$ cat src/rtl/uart_receiver.sv
// UART receive path: two-flop synchronised line, mid-bit sampling from a PCLK divide counter.
// Define UART_RX_PARITY_EN to add an even-parity bit after the data and the rx_parity_err output.
module uart_receiver #(
  parameter int BAUD_RATE = 9600,
  parameter int CLK_FREQ  = 100_000_000,
  parameter int DATA_BITS = 8
) (
  input  logic                 PCLK,
  input  logic                 PRESET,
  input  logic                 rx_serial,
  output logic [DATA_BITS-1:0] rx_data,
  output logic                 rx_busy,
  output logic                 rx_done,
  output logic                 rx_frame_err
`ifdef UART_RX_PARITY_EN
  ,
  output logic                 rx_parity_err
`endif
);

  localparam int CLKS_PER_BIT = CLK_FREQ / BAUD_RATE;
  localparam int HALF_BIT     = CLKS_PER_BIT / 2;
  localparam int CNT_W        = $clog2(CLKS_PER_BIT);
  localparam int IDX_W        = (DATA_BITS > 1) ? $clog2(DATA_BITS) : 1;

  localparam logic [CNT_W-1:0] CNT_FULL = CNT_W'(CLKS_PER_BIT - 1);
  localparam logic [CNT_W-1:0] CNT_HALF = CNT_W'(HALF_BIT - 1);
  localparam logic [IDX_W-1:0] IDX_LAST = IDX_W'(DATA_BITS - 1);

  typedef enum logic [2:0] {
    IDLE,
    START,
    DATA,
`ifdef UART_RX_PARITY_EN
    PARITY,
`endif
    STOP
  } state_t;

  state_t                 state, state_next;
  logic [CNT_W-1:0]       clk_cnt, cnt_next;
  logic [IDX_W-1:0]       bit_idx, idx_next;
  logic [DATA_BITS-1:0]   shift, shift_next;
  logic [DATA_BITS-1:0]   data_next;
  logic                   done_next;
  logic                   ferr_next;
  logic                   rx_meta, rx_s, rx_s_d;
`ifdef UART_RX_PARITY_EN
  logic                   parity_bit, par_next;
  logic                   perr_next;
`endif

  // NOTE: every output of this block gets a default first, so no path can infer a latch.
  always_comb begin
    state_next = state;
    cnt_next   = clk_cnt;
    idx_next   = bit_idx;
    shift_next = shift;
    data_next  = rx_data;
    done_next  = 1'b0;
    ferr_next  = rx_frame_err;
`ifdef UART_RX_PARITY_EN
    par_next   = parity_bit;
    perr_next  = rx_parity_err;
`endif
    unique case (state)
      IDLE: begin
        cnt_next = '0;
        idx_next = '0;
        // Edge-triggered start: a line held low (break) never re-arms the receiver.
        if (rx_s_d && !rx_s) state_next = START;
      end
      START: begin
        if (clk_cnt == CNT_HALF) begin
          cnt_next   = '0;
          state_next = rx_s ? IDLE : DATA;
        end else begin
          cnt_next = clk_cnt + CNT_W'(1);
        end
      end
      DATA: begin
        if (clk_cnt == CNT_FULL) begin
          cnt_next            = '0;
          shift_next[bit_idx] = rx_s;
          if (bit_idx == IDX_LAST) begin
            idx_next = '0;
`ifdef UART_RX_PARITY_EN
            state_next = PARITY;
`else
            state_next = STOP;
`endif
          end else begin
            idx_next = bit_idx + IDX_W'(1);
          end
        end else begin
          cnt_next = clk_cnt + CNT_W'(1);
        end
      end
`ifdef UART_RX_PARITY_EN
      PARITY: begin
        if (clk_cnt == CNT_FULL) begin
          cnt_next   = '0;
          par_next   = rx_s;
          state_next = STOP;
        end else begin
          cnt_next = clk_cnt + CNT_W'(1);
        end
      end
`endif
      STOP: begin
        // Leaving at mid-stop-bit leaves half a bit to catch a back-to-back start edge.
        if (clk_cnt == CNT_FULL) begin
          cnt_next   = '0;
          data_next  = shift;
          ferr_next  = ~rx_s;
          done_next  = 1'b1;
          state_next = IDLE;
`ifdef UART_RX_PARITY_EN
          perr_next  = (^shift) ^ parity_bit;
`endif
        end else begin
          cnt_next = clk_cnt + CNT_W'(1);
        end
      end
      default: state_next = IDLE;
    endcase
  end

  // NOTE: sequential state uses non-blocking assignments so every flop samples pre-edge values.
  always_ff @(posedge PCLK) begin
    if (PRESET) begin
      state        <= IDLE;
      clk_cnt      <= '0;
      bit_idx      <= '0;
      shift        <= '0;
      rx_data      <= '0;
      rx_done      <= 1'b0;
      rx_frame_err <= 1'b0;
      rx_meta      <= 1'b1;
      rx_s         <= 1'b1;
      rx_s_d       <= 1'b1;
`ifdef UART_RX_PARITY_EN
      parity_bit    <= 1'b0;
      rx_parity_err <= 1'b0;
`endif
    end else begin
      state        <= state_next;
      clk_cnt      <= cnt_next;
      bit_idx      <= idx_next;
      shift        <= shift_next;
      rx_data      <= data_next;
      rx_done      <= done_next;
      rx_frame_err <= ferr_next;
      rx_meta      <= rx_serial;
      rx_s         <= rx_meta;
      rx_s_d       <= rx_s;
`ifdef UART_RX_PARITY_EN
      parity_bit    <= par_next;
      rx_parity_err <= perr_next;
`endif
    end
  end

  assign rx_busy = (state != IDLE);

endmodule

$ cat config.mk
export PLATFORM = sky130hd
export DESIGN_NAME = uart_receiver
export DESIGN_NICKNAME = d
export VERILOG_FILES = /design/src/rtl/uart_receiver.sv
export SDC_FILE = /design/constraint.sdc
export NUM_CORES = 1
export LEC_CHECK = 0
export ABC_AREA = 1
export CORE_ASPECT_RATIO = 1.75
export CORE_MARGIN = 5
export CORE_UTILIZATION = 40
export DETAILED_ROUTE_END_ITERATION = 8
export PLACE_DENSITY = 0.59
export SLEW_MARGIN = 20
export SYNTH_ARGS = -nofsm -noshare
export SYNTH_HDL_FRONTEND = slang
export SYNTH_SLANG_ARGS = --single-unit
$ cat constraint.sdc
create_clock -name PCLK -period 3 [get_ports PCLK]
set_clock_uncertainty 0.05 [all_clocks]
set_input_delay 0.3 -clock PCLK [delete_from_list [all_inputs] [get_ports PCLK]]
set_output_delay 0.3 -clock PCLK [all_outputs]
set_load 0.05 [all_outputs]
After elaboration in Yosys (flattened, before gate mapping)
Cells that the tools add are included.

Magnitude comparators: 2. Bitwise gates (word level): 2. Eq/ne operators: 11. Muxes and demuxes: 17. Add/subtract/negate cells: 2. Reductions and logical operators: 13.

Operator list (number): one-hot mux 14 bit (3 select lines) (1); two-way mux 14 bit (2); two-way mux 3 bit (7); adder 14 x 1 -> 14 bit, second input constant (1); equality test 14 x 13 -> 1 bit, second input constant (1); equality test 14 bit, second input constant (1); one-hot mux 3 bit (4 select lines) (1); != test 2 bit, second input constant (5); bitwise mux 8 bit (1); equality test 3 x 2 -> 1 bit, second input constant (2); one-hot mux 3 bit (2 select lines) (1); AND reduction 2 bit (3); nonzero test 3 bit (2); AND reduction 5 bit (1); less-than comparator 3 x 4 -> 1 bit, second input constant (1); OR reduction 2 bit (2); adder 3 x 1 -> 3 bit, second input constant (1); demux 1 bit (select 3 bit) (1); equality test 3 x 1 -> 1 bit, second input constant (1); equality test 3 bit, second input constant (1); greater-or-equal comparator 3 x 1 -> 1 bit, second input constant (1); zero test 3 bit (1); logical AND 1 bit (2); two-way mux 1 bit (2); other kinds (4) (5).

Flip-flop bits (word level): 41. Input port bits: 3. Output and inout port bits: 11.

Depth between registers and ports, before layout
Gate-level depths: netlist of the first run.

Depth after elaboration: 5. Depth in mapped cells: 11.

Least setup slack after synthesis of the first run
OpenSTA, ideal clock, no wires.

Kind: register to register. From: reg clk_cnt[0]. To: reg clk_cnt[0]. Slack: 1.454 ns. Buffers on the path: 1. Arrival time: 1.377 ns. Data required time: 2.831 ns. Cell stages (with the launch flop): 12. Setup time: 0.119 ns. Cells stage by stage: dfxtp_1 > ha_1 > nand2_2 > inv_1 > nand2_1 > nor2_1 > nand2_1 > nand2_1 > nand2_1 > nand3_2 > buf_4 > nor2_1.

Word-level cells in the longest chain between the ends: 3. Elaborated cells between the ends (all ways): 6. Those cells by class: add/sub (1); eq/ne (2); mux (3).

Ends and longest elaborated chain: from (decl) (line 41) `logic [CNT_W-1:0] clk_cnt, cnt_next;`; from (signal assigned) (line 148) `clk_cnt <= cnt_next;`; adder 14 x 1 -> 14 bit, or another cell as far along (line 78, 96, 122); two-way mux 14 bit (on tied branches) (line 82, 112, 74); one-hot mux 14 bit (3 select lines) (*) (line 66) `unique case (state)`.

Mark *: on every way between the ends. The rest lies on a longest branch, timed or not. A chain may end at the register's enable or synchronous reset.

Worst setup path after layout of the first run
From: reg state[1]. To: out rx_busy.

Word-level cells in the longest chain between the ends: 1.

Ends and longest elaborated chain: from (decl) (line 40) `state_t state, state_next;`; from (signal assigned) (line 147) `state <= state_next;`; nonzero test 3 bit (line 164) `assign rx_busy = (state != IDLE);`; to (decl) (line 12) `output logic rx_busy,`.

No other way between the ends.

==> results of run 1 <==
==> critical path: stages (launching register included) <==
cell	delay [ns]
dfxtp_1	0.41
nor2_1	0.08
inv_1	0.09
clkdlybuf4s50_1	0.81
==> synthesized netlist by cell type <==
cell	number
a2111oi_0	1
a21oi_1	12
and3_1	1
buf_2	1
buf_4	2
buf_6	2
clkbuf_1	2
clkinv_1	1
dfxtp_1	40
ha_1	3
inv_1	28
inv_2	3
nand2_1	54
nand2_2	2
nand3_1	16
nand3_2	2
nand4_1	12
nand4_4	1
nor2_1	56
nor2_2	4
nor2_4	2
nor3_1	5
o21ai_0	10
or2_2	3
xor2_1	11
==> through the flow <==
step | hold slack (ns) | std cells | power [uW] | utilization
floorplan | 0.319 | 274 | 764 | -
finish | 0.365 | 341 | 1260 | 0.470
global placement | 0.340 | 333 | 812 | 0.445
CTS | 0.367 | 341 | 1280 | 0.470
global route | 0.373 | 341 | 1330 | 0.470
detailed placement | 0.347 | 333 | 814 | 0.445
==> power by group through the flow <==
stage                     logic (uW)  registers, uW  clock network (uW)
after global routing             261            573                 498
after global placement           230            582                   0
after CTS                        232            570                 474
after floorplan                  188            575                   0
final                            229            570                 456
after detailed placement         231            583                   0
==> placed cells by master, fill, tap and decap left out, types with 4 or more instances in the layout <==
master           synthesis  final
nor2_1                  56     56
clkbuf_8                 0      5
nor2_2                   4      4
nand4_1                 12     12
o21ai_0                 10     10
nand3_1                 16     16
dfxtp_1                 40     40
nand2_1                 54     54
clkdlybuf4s50_1          0     13
xor2_1                  11     11
nor3_1                   5      5
a21oi_1                 12     12
inv_1                   28     28
==> state kept, by name, summed over array words and instances, names as in the netlist <==
name and count:
state 2, rx_s 1, rx_done 1, clk_cnt 14, rx_data 8, rx_s_d 1, rx_frame_err 1, shift 8
bit_idx 3, rx_meta 1
==> final timing paths <==
kind / slack (ns) / start / depth (start not counted) / end
worst max-delay path: 0.96 / state[1] / 3 / rx_busy
worst min-delay path: 0.36 / rx_meta / 1 / rx_s
worst max register to register: 1.11 / clk_cnt[0] / 7 / rx_data[7]
worst min register to register: 0.36 / rx_meta / 1 / rx_s
==> layer usage <==
layer  up-vias  track usage  part of all wire
met2        23        0.277              0.56
li1        897            -                 -
met5         -            0                 0
met3        12       0.0330             0.019
met1       749        0.136              0.39
met4         0       0.0817             0.034
==> cells by family after synthesis <==
family / synth area share
buffers and inverters: 0.0876
flip-flops: 0.412
AND/OR/NAND/NOR: 0.370
XOR/XNOR: 0.0496
AO/OA/AOI/OAI: 0.0612
adder cells (fa/ha/maj): 0.0193
==> area by class of cell <==
class	count	area (um^2)
clock buffer	5	68.8
timing repair buffer	14	138
multi-input combinational	195	972
tap	52	65.1
fill	519	2500
sequential	40	801
inverter	32	120
clock inverter	3	46.3
==> metrics.md, run 1 <==
| Metric | Value |
|---|---|
| Status | finished, final reports clean |
| Mean Syn Cell Area | ~7 um^2 |
| Final setup viols | 0 |
| CP Data Required Time | 2.65 ns |
| Rows | 33 |
| RSZ-0062 raised after global routing | false |
| Pre-antenna DRT Iters | 4 |
| Total gr overflow | 0 |
| Ys Warns | 0 |
| Synthesis-stage register bit count | 40 |
| Worst vdd ir | approximately 0.4 mV |
| Net Sw Power | 389 uW |
| Vias in the first global route | between 1,500 and 2,000 |
| Wire per inst | 12.4 um |
| CTS tree | yes |
| Clock-pin slew on the worst setup and hold paths | 0.08 ns |
| CTS Sinks | 40 |
| Final WS setup | 0.964 ns |
| Setup crit start kind | flop |
| Pint | 866 uW |
| Post-synthesis net count | 280 |
| F_max | between 400 and 500 MHz |
| Sw frac | 0.310 |
| Vias per inst | 4.93 |
| Area Overhead vs Synth | 13.8% |
| Die width | 62.7 um |
| N_diodes | 0 |
| Slew Viols, Final | 0 |
| GR Util All Layers | 0.143 |
| Largest net degree at the start of global routing | 17 |
| Fin crit share | 0.679 |
| Vias | 1,681 |
| Mapped Cells | approximately 270 |
| Hold-fix buffers, CTS | 0 |
| Core Footprint | roughly 4700 um^2 |
| Num CTS Buffers | 5 |
| Clock Tree Buf Depth | 2 |
| Placement Setup Slack | 1.10 ns |
| Worst setup path class | reg -> out |
| Crit path capture type | output pin |
| Initial DRC Count | 60 |
| Clk network pwr share | 0.364 |
| I/O pins | 14 |
| Buffers inserted by post-CTS timing repair | 0 |
| Cell variety after synth | 25 |
| Hold WC Path Type | reg -> reg |
| Synth top area share | 0.412 |
| Synth area leaders | dfxtp_1 41%, nor2_1 11%, nand2_1 10% |
| Die Span Y | slightly above 100 um |
| CTS root buf | clkbuf_8 |
| Routed Antenna Nets | 0 |
| CP Max Fanout | 5 |
| Cell taking the most area after synthesis | dfxtp_1 |
| Fin area | 2210 um^2 |
| Nets | 294 |
| DP Area | 2100 um^2 |
| Total routed wirelength | 4230 um |
| Min Tclk post-route | 2.04 ns |
| Max-slew headroom | 0.660 |
| Die ar. | 6410 um^2 |
| MaxCap Viol Count | 0 |
| DRC viols | 0 |
| Power per cell area | 568 nW/um^2 |
| Gpl congestion | 0.870 |
| First-pass GRT wire length | about 7200 um |
| Setup TNS | 0 ns |
| Number of gates resized after CTS | 0 |
| Slew @ Worst Pin | 0.509 ns |
| Seq/Total Area, Yosys | 0.412 |
| Clk_lat worst skew | 0.30 ns |
| Share of cells above drive strength 1 | 0.0900 |
| PortBufs | 13 |
| Leakage | 0.000855 uW |
| H-tree levels | 2 |
| Initial Utilization | 0.413 |
| Fin. Hold Viols | 0 |
| Comb power frac | 0.182 |
| Arr. time, crit path | 1.69 ns |
| Synthesized cell area | between 1500 and 2000 um^2 |
| Post-DP HPWL | 3240 um |
| Sequential Power Share | 0.454 |
| Initial antenna violation count | 0 |
(Power assumes the default switching activity.)
==> inputs of run 2 (changes only) <==
PLACE_DENSITY = 0.61   (was 0.59)
clock period = 1.7 ns   (was 3 ns; I/O delays follow)
==> run 2 against run 1 <==
Compared with the run above:
- first-iteration DRC count rose by 43%
- sequential power up 75%
- total power up 110%
- utilization up 5.5 points
- critical endpoint is now rx_data[5]
- via count rose by 7.6%
==> metrics.md, run 2 (same netlist as run 1, synthesis figures left out) <==
| Metric | Value |
|---|---|
| Status | finished, final reports clean |
| Vias | 1,808 (+7.6%) |
| Hold-fix buffers, CTS | 0 (unchanged) |
| Hold path start | rx_meta |
| Number of flip-flops in the largest register | 14 (unchanged) |
| MaxCap Viol Count | 0 (unchanged) |
| PortBufs | 13 (unchanged) |
| Pre-antenna DRT Iters | 4 (unchanged) |
| Rows | 33 (unchanged) |
| Min Tclk post-route | 1.65 ns |
| Wire per inst | 12.5 um (+0.47%) |
| Commonest non-fill, non-tap cells in the layout | 56 x nor2_1, 52 x nand2_1, 40 x dfxtp_1 |
| Slew @ Worst Pin | 0.498 ns (-0.0105 ns) |
| Area Overhead vs Synth | 27.2% |
| Final core occ | 0.525 (+0.0553) |
| Max-slew headroom | 0.667 (+0.00751) |
| N_diodes | 0 (unchanged) |
| DRC viols | 0 (unchanged) |
| Initial antenna violation count | 0 (unchanged) |
| Final setup viols | 0 (unchanged) |
| Clk_lat worst skew | 0.29 ns (about the same) |
| Initial Utilization | 0.413 (unchanged) |
| Core Footprint | 4710 um^2 (unchanged) |
| Power per cell area | 1060 nW/um^2 (+87%) |
| Largest delay share family, worst path | buffers and inverters |
| CP max-delay cell | clkdlybuf4s50_1 |
| Gpl congestion | 0.844 (-3.0%) |
| Die ar. | 6410 um^2 (unchanged) |
| Fin. Hold Viols | 0 (unchanged) |
| Clock-pin slew on the worst setup and hold paths | 0.08 ns (about the same) |
| Final WS setup | 0.0512 ns (-0.913 ns) |
| Total routed wirelength | 4520 um (+7.0%) |
| Nets | 316 (+7.5%) |
| WP buf/inv | 1 (-1) |
| Clock Tree Buf Depth | 2 (unchanged) |
| Die Span Y | 102 um (unchanged) |
| Biggest register | clk_cnt |
| Setup crit start kind | flop |
| Initial DRC Count | 86 (+43%) |
| H-tree levels | 2 (unchanged) |
| RSZ-0062 raised after global routing | false |
| CTS root buf | clkbuf_8 |
| CTS Sinks | 40 (unchanged) |
| Hold WC Path Type | reg -> reg |
| Routed Antenna Nets | 0 (unchanged) |
| F_max | 607 MHz |
| Vias per inst | 4.98 (+1.0%) |
| Post-DP HPWL | 3380 um (+4.4%) |
| Commonest non-fill, non-tap cell in the layout | nor2_1 |
| Crit path capture type | output pin |
| Total gr overflow | 0 (unchanged) |
| Fin crit share | 0.970 |
| CP Launch Point | rx_data[5] |
| Placement Setup Slack | 0.00810 ns (-1.09 ns) |
| Vias in the first global route | 1,741 (+7.5%) |
| First-pass GRT wire length | 7470 um (+4.2%) |
| CP cell instances | clkdlybuf4s50_1 |
| Share of cells above drive strength 1 | 0.193 (+0.103) |
| Largest net degree at the start of global routing | 17 (unchanged) |
| I/O pins | 14 (unchanged) |
| Critical R2R Launch | bit_idx[1] |
| Die width | 62.7 um (unchanged) |
| Biggest regs | clk_cnt x14, rx_data x8, shift x8 |
| Slowest stage delay, CP | 0.80 ns (about the same) |
| GR Util All Layers | 0.148 (+0.00497) |
| Worst vdd ir | 0.689 mV (+77%) |
| Arr. time, crit path | 1.43 ns (-0.26 ns) |
| Worst setup path class | reg -> out |
| Fill count | 472 (-9.1%) |
| Setup TNS | 0 ns (unchanged) |
| CTS tree | yes |
| CP Max Fanout | 2 (-3) |
| Num CTS Buffers | 5 (unchanged) |
| CP Data Required Time | 1.48 ns (-1.17 ns) |
| Slew Viols, Final | 0 (unchanged) |
| Leakage | 0.00103 uW (+20%) |
==> run 2: per-layer routing <==
layer | vias up | global-route usage | routed length [um]
met5 | - | 0 | 0
met2 | 36 | 0.292 | 2590
met4 | 0 | 0.0801 | 121
met1 | 821 | 0.141 | 1700
li1 | 943 | - | -
met3 | 8 | 0.0286 | 120
==> run 2: layout make-up <==
type | count | area [um^2] | share of cell area
multi-input cells | 196 | 1020 | 0.413
flip-flops and latches | 40 | 801 | 0.324
repair buffers | 35 | 305 | 0.124
inverters | 32 | 121 | 0.0491
clock inverters | 3 | 90.1 | 0.0365
clock buffers | 5 | 68.8 | 0.0278
well taps | 52 | 65.1 | 0.0263
==> run 2: where the power goes <==
group	switching, uW	leakage [uW]	internal (uW)
registers	30.4	0.000323	965
logic	366	0.000625	186
clock network	338	0.0000784	734
total	735	0.00103	1880
==> run 2: path summary, 6_finish.rpt <==
path | end | slack, ns | depth (start not counted)
worst max-delay path | rx_data[5] | 0.05 | 1
worst min-delay path | rx_s | 0.36 | 1
worst max register to register | state[0] | 0.16 | 9
worst min register to register | rx_s | 0.36 | 1
==> run 2: timing repair <==
| action | CTS | global route |
|---|---|---|
| pin swaps | 0 | 2 |
| setup endpoints to repair | 1 | 37 |
| buffers inserted | 0 | 1 |
| endpoints found under the hold margin | 0 | 0 |
| gates resized for setup | 1 | 8 |
| cloned | 0 | 1 |
==> run 2: metrics by stage <==
stage | area [um^2] | std cells | hold slack [ns] | power (uW)
after floorplan | 1940 | 274 | 0.189 | 1350
after global placement | 2240 | 353 | 0.340 | 1500
after detailed placement | 2240 | 353 | 0.348 | 1500
after CTS | 2400 | 361 | 0.363 | 2590
after global routing | 2470 | 363 | 0.377 | 2760
final | 2470 | 363 | 0.361 | 2620
==> variant 1 (settings of run 2) <==
Add a define of `UART_RX_PARITY_EN`.
--- a/src/rtl/uart_receiver.sv
+++ b/src/rtl/uart_receiver.sv
@@ -1,5 +1,7 @@
 // UART receive path: two-flop synchronised line, mid-bit sampling from a PCLK divide counter.
 // Define UART_RX_PARITY_EN to add an even-parity bit after the data and the rx_parity_err output.
+`define UART_RX_PARITY_EN
+
 module uart_receiver #(
   parameter int BAUD_RATE = 9600,
   parameter int CLK_FREQ  = 100_000_000,
Formal check against the unedited RTL (old outputs only; new: rx_parity_err): no difference found for any inputs over 10 cycles, from zero or initial values and one cycle with PRESET high; that may be too few to reach the edited logic, so the function may still have changed.
==> variant 1 against run 2 <==
Worst setup slack improved by 0.0020 ns. Sequential cell count grew 3. Power increased by 2.9%. Wire length rose by 28%. Die area rose by 17%. Synthesized area increased by 20%. Global-route usage is 2.2 points higher. Largest cell class unchanged. Cell count grew 28%. Sequential share of layout area is 1.9 points lower. Final area up 15%.
==> variant 1: results <==
set metrics [dict create \
    hold_depth 1 \
    grt_start_max_net_pins 22 \
    max_slew_margin 0.6556 \
    rr_worst_depth 7 \
    ir_drop_uv 509.2 \
    r2r_end "clk_cnt[13]" \
    antenna_cells 0 \
    status "complete, no violations" \
    arrival_ns 1.43 \
    crit_path_max_incr_delay_ns 0.80 \
    synthDistinctLibCells 27 \
    hold_start "rx_meta" \
    reg2reg_slack_ns 0.13 \
    nNetsFinal 395 \
    port_buffers 14 \
    wl_per_cell_um 12.47 \
    final_layout_size_suffix_gt1_frac 0.1513 \
    synth-async-reset-ratio 0 \
    dp_slack_ns -0.01048 \
    p_int_mw 1.686 \
    grt_usage 0.1704 \
    cts_made_buffers 5 \
    synth_seq_area_share 0.3699 \
    path_delay_family "buffers and inverters" \
    first_pass_iters 4 \
    antenna_found_initial 0 \
    slowest_stage "clkdlybuf4s50_1" \
    cts_max_path_buffers 2 \
    hold_end "rx_s" \
    r2r-start "clk_cnt[4]" \
    hold_class "flop to flop" \
    synth_common_cells "87 x nand2_1, 48 x inv_1, 43 x dfxtp_1" \
    grt_pass1_vias 2236 \
    synthesis.nets 362 \
    vias 2327 \
    dp_hpwl_um 4436 \
    p_leak_nw 1.341 \
    grt_pass1_wl_um 9860 \
    synth_area_leaders "dfxtp_1 37%, nand2_1 14%, inv_1 7.7%, a21oi_1 7.1%, nand3_1 6.9%" \
    place_congestion 0.8769 \
    ctsRootBufferMaster "clkbuf_8" \
    clk-insertion-delay-late_ns 0.30 \
    reg.largest.list "clk_cnt x14, rx_data x8, shift x8" \
    cts_max_level 2 \
    dr.first_iter.drc_count 69 \
    cp_max_fo 1 \
    yosysWarningCount 0 \
    path_clk_slew_ns 0.09 \
]
-- variant 1: cell count changes after synthesis, moves of 3 or more --
cell      delta
nand2_1     +33
o211ai_1     +3
xor2_1       -9
dfxtp_1      +3
nand3_1     +16
inv_1       +20
nor2_1      -14
a21oi_1     +21
o21ai_0      +5
-- variant 1: layout make-up --
cell class	instances	area, sq um
Fill cell	575	2785
Multi-Input combinational cell	254	1264
Sequential cell	43	868.3
Timing Repair Buffer	34	330.3
Inverter	51	195.2
Tap cell	76	95.09
Clock buffer	5	68.82
Clock inverter	3	23.77
-- variant 1: logic make-up (layout without fill, tap and decap cells) --
group,Yosys count,count (layout),synth area share
DFF,43,43,0.3699
adders and majority gates,3,3,0.01613
AOI/OAI and AO/OA,55,55,0.1237
buffers and inverters,60,93,0.1086
xor gates and xnor gates,3,3,0.01129
and+or+nand+nor,192,193,0.3704
-- variant 1: worst register-to-register path, stage by stage (launching register included) --
cell     delay (ns)
dfxtp_1        0.44
nand2_1        0.15
nor2_1         0.23
buf_4          0.16
nand3_1        0.09
o21ai_0        0.17
nand3_1        0.10
a21oi_1        0.12
-- variant 1: metal layers --
layer,track usage,part of all wire
met1,0.1670,0.36
met2,0.3234,0.58
met3,0.02840,0.025
met4,0.07859,0.038
met5,0,0
-- variant 1: how the worst max path moves through the flow --
stage / start / endpoint / slack (ns) / cells after the start
2_1_floorplan: state[0] / state[1] / 0.14 / 7
3_3_place_gp: clk_cnt[1] / clk_cnt[1] / 0.01 / 13
3_5_place_dp: clk_cnt[1] / clk_cnt[1] / -0.01 / 13
4_1_cts: rx_data[7] / rx_data[7] / 0.02 / 1
5_1_grt: state[0] / clk_cnt[0] / -0.03 / 8
6_report: rx_done / rx_done / 0.05 / 1
-- variant 1: timing repair --
action                                  4_1_cts  5_1_grt
pin swaps                                     1        3
gates resized for setup                       2       20
endpoints found under the setup margin        4       43
setup buffers                                 1        2
hold buffers                                  0        0
cloned                                        1        0
-- variant 1: stage by stage --
stage / std cells / setup TNS, ns / instance area (sq um) / total power [mW] / hold WS, ns
after floorplan: 356 / 0 / 2327 / 1.683 / 0.2238
after global placement: 454 / 0 / 2641 / 1.985 / 0.3438
after detailed placement: 454 / -0.01048 / 2641 / 1.997 / 0.3480
after CTS: 464 / 0 / 2753 / 2.692 / 0.3690
after global routing: 466 / -0.04125 / 2845 / 2.883 / 0.3811
final: 466 / 0 / 2845 / 2.695 / 0.3645
-- variant 1: power groups by stage --
stage,clock [mW],combinational (mW),sequential [mW]
floorplan,0,0.554,1.13
global placement,0,0.844,1.14
detailed placement,0,0.854,1.14
CTS,0.705,0.866,1.12
global route,0.757,0.986,1.14
finish,0.679,0.884,1.13
==> variant 2 (config.mk and constraints of run 2) <==
Without the edit above. Encoding of `state_t`: now one-hot (4 bits for 4 states).
--- a/src/rtl/uart_receiver.sv
+++ b/src/rtl/uart_receiver.sv
@@ -27,14 +27,14 @@
   localparam logic [CNT_W-1:0] CNT_HALF = CNT_W'(HALF_BIT - 1);
   localparam logic [IDX_W-1:0] IDX_LAST = IDX_W'(DATA_BITS - 1);
 
-  typedef enum logic [2:0] {
-    IDLE,
-    START,
-    DATA,
+  typedef enum logic [3:0] {
+    IDLE  = 4'b0001,
+    START = 4'b0010,
+    DATA  = 4'b0100,
 `ifdef UART_RX_PARITY_EN
     PARITY,
 `endif
-    STOP
+    STOP  = 4'b1000
   } state_t;
 
   state_t                 state, state_next;
Function: no difference found for any inputs over 10 cycles, from zero or initial values and one cycle with PRESET high; not proved beyond that.
==> variant 2 against run 2 <==
Register-to-register slack worse by 0.03 ns. First-iteration DRC count is 17% higher. Synthesized area is 20% higher. Non-clock buffer count is 13 lower. Final area is 10% higher. Wire length is 28% higher. Worst setup slack better by 0.020 ns. Sequential cell count is 2 higher. Cell count is 21% higher. Maximum frequency is 1.2% higher.
Power is not compared: it rests on default switching activity, and its combinational part moved more than twofold at a synthesized area within 25%.
==> variant 2: results <==
set metrics [dict create \
    status "complete, no violations" \
    first_pass_iters 5 \
    max_slew_margin 0.6616 \
    dp.cells 431 \
    clk-insertion-delay-late_ns 0.30 \
    grt_pass1_vias 2088 \
    dp_hpwl_um 4335 \
    nNetsFinal 369 \
    r2r_end "clk_cnt[11]" \
    placed_area_sq_um 2549 \
    cp_max_fo 1 \
    wl_per_cell_um 13.14 \
    synth-async-reset-ratio 0 \
    vias_per_cell 4.943 \
    crit_path_max_incr_delay_ns 0.79 \
    synth_area_leaders "dfxtp_1 36%, nand2_1 13%, nor2_1 9.2%, nand3_1 5.6%, inv_1 5.5%" \
    synth_common_cells "79 x nand2_1, 57 x nor2_1, 42 x dfxtp_1" \
    path_delay_family "buffers and inverters" \
    rr_worst_depth 5 \
    hold_depth 1 \
    r2r-start "clk_cnt[2]" \
    place_congestion 0.8944 \
    final_layout_size_suffix_gt1_frac 0.1813 \
    dr.first_iter.drc_count 101 \
    layout.cells.non_filler 440 \
    arrival_ns 1.41 \
    synthesis.nets 348 \
    hold_ws_ns 0.3661 \
    port_buffers 13 \
    ir_drop_uv 974.7 \
    synth_ff_type "dfxtp_1" \
    slowest_stage "clkdlybuf4s50_1" \
    hold_class "flop to flop" \
    synth_seq_area_share 0.3619 \
    ctsRootBufferMaster "clkbuf_8" \
    yosysWarningCount 0 \
    reg2reg_slack_ns 0.13 \
    reg.largest.list "clk_cnt x14, rx_data x8, shift x8" \
    antenna_found_initial 0 \
    grt_pass1_wl_um 9646 \
    cts_made_buffers 5 \
    dp_slack_ns 0.04547 \
    grt_start_max_net_pins 21 \
    synth_area_per_cell_sq_um 6.794 \
    fill_cells 588 \
    synthDistinctLibCells 33 \
    grt_usage 0.1655 \
]
==> variant 2: how the worst max path moves through the flow <==
stage                     slack, ns          to        from
after floorplan                0.19  clk_cnt[3]  clk_cnt[0]
final                          0.07     rx_done     rx_done
after global routing          -0.03  clk_cnt[4]  clk_cnt[1]
after detailed placement       0.05  rx_data[0]  clk_cnt[0]
after global placement         0.09  rx_data[5]  clk_cnt[1]
after CTS                      0.02  rx_data[6]  rx_data[6]
==> variant 2: power groups by stage <==
| stage | clock [mW] | combinational [mW] | sequential, mW |
|---|---|---|---|
| global route | 0.876 | 1.61 | 1.21 |
| finish | 0.814 | 1.46 | 1.19 |
| floorplan | 0 | 1.16 | 1.19 |
| detailed placement | 0 | 1.46 | 1.20 |
| global placement | 0 | 1.46 | 1.20 |
| CTS | 0.829 | 1.46 | 1.18 |
==> variant 2: cell type report <==
type	count	area [sq um]	area share
Multi-Input combinational cell	250	1320	0.4842
Inverter	42	157.7	0.05782
Clock inverter	3	45.04	0.01652
Timing Repair Buffer	22	195.2	0.07159
Tap cell	76	95.09	0.03488
Clock buffer	5	68.82	0.02524
Sequential cell	42	844.6	0.3098
==> variant 2: worst register-to-register path, cell delays in order (launching register included) <==
cell     delay (ns)
dfxtp_1        0.48
nand3_1        0.22
nor3_1         0.36
nand2_1        0.13
o21ai_1        0.15
a21oi_1        0.08
==> variant 2: routing by layer <==
layer  vias to the layer above  track usage  wire (um)
met2                        29       0.2973       3273
met4                         0      0.07859        155
met1                       996       0.1754       2236
met5                         -            0          0
met3                        14      0.03043        118
li1                       1136            -          -
==> variant 2: metrics by stage <==
step	setup TNS, ns	total power, mW
after floorplan	0	2.348
after detailed placement	0	2.661
after CTS	0	3.470
after global routing	-0.1066	3.690
after global placement	0	2.662
final	0	3.468
==> variant 2: cell families after synthesis <==
group | share of synthesized area
AO/OA/AOI/OAI | 0.09747
adder cells (fa/ha/maj) | 0.01616
buffers and inverters | 0.09046
flip-flops | 0.3619
AND/OR/NAND/NOR | 0.4340
==> variant 2: repair_timing <==
item	4_1_cts	5_1_grt
endpoints found under the setup margin	0	29
gates resized for setup	0	13
buffers inserted	0	1
hold buffers	0	0
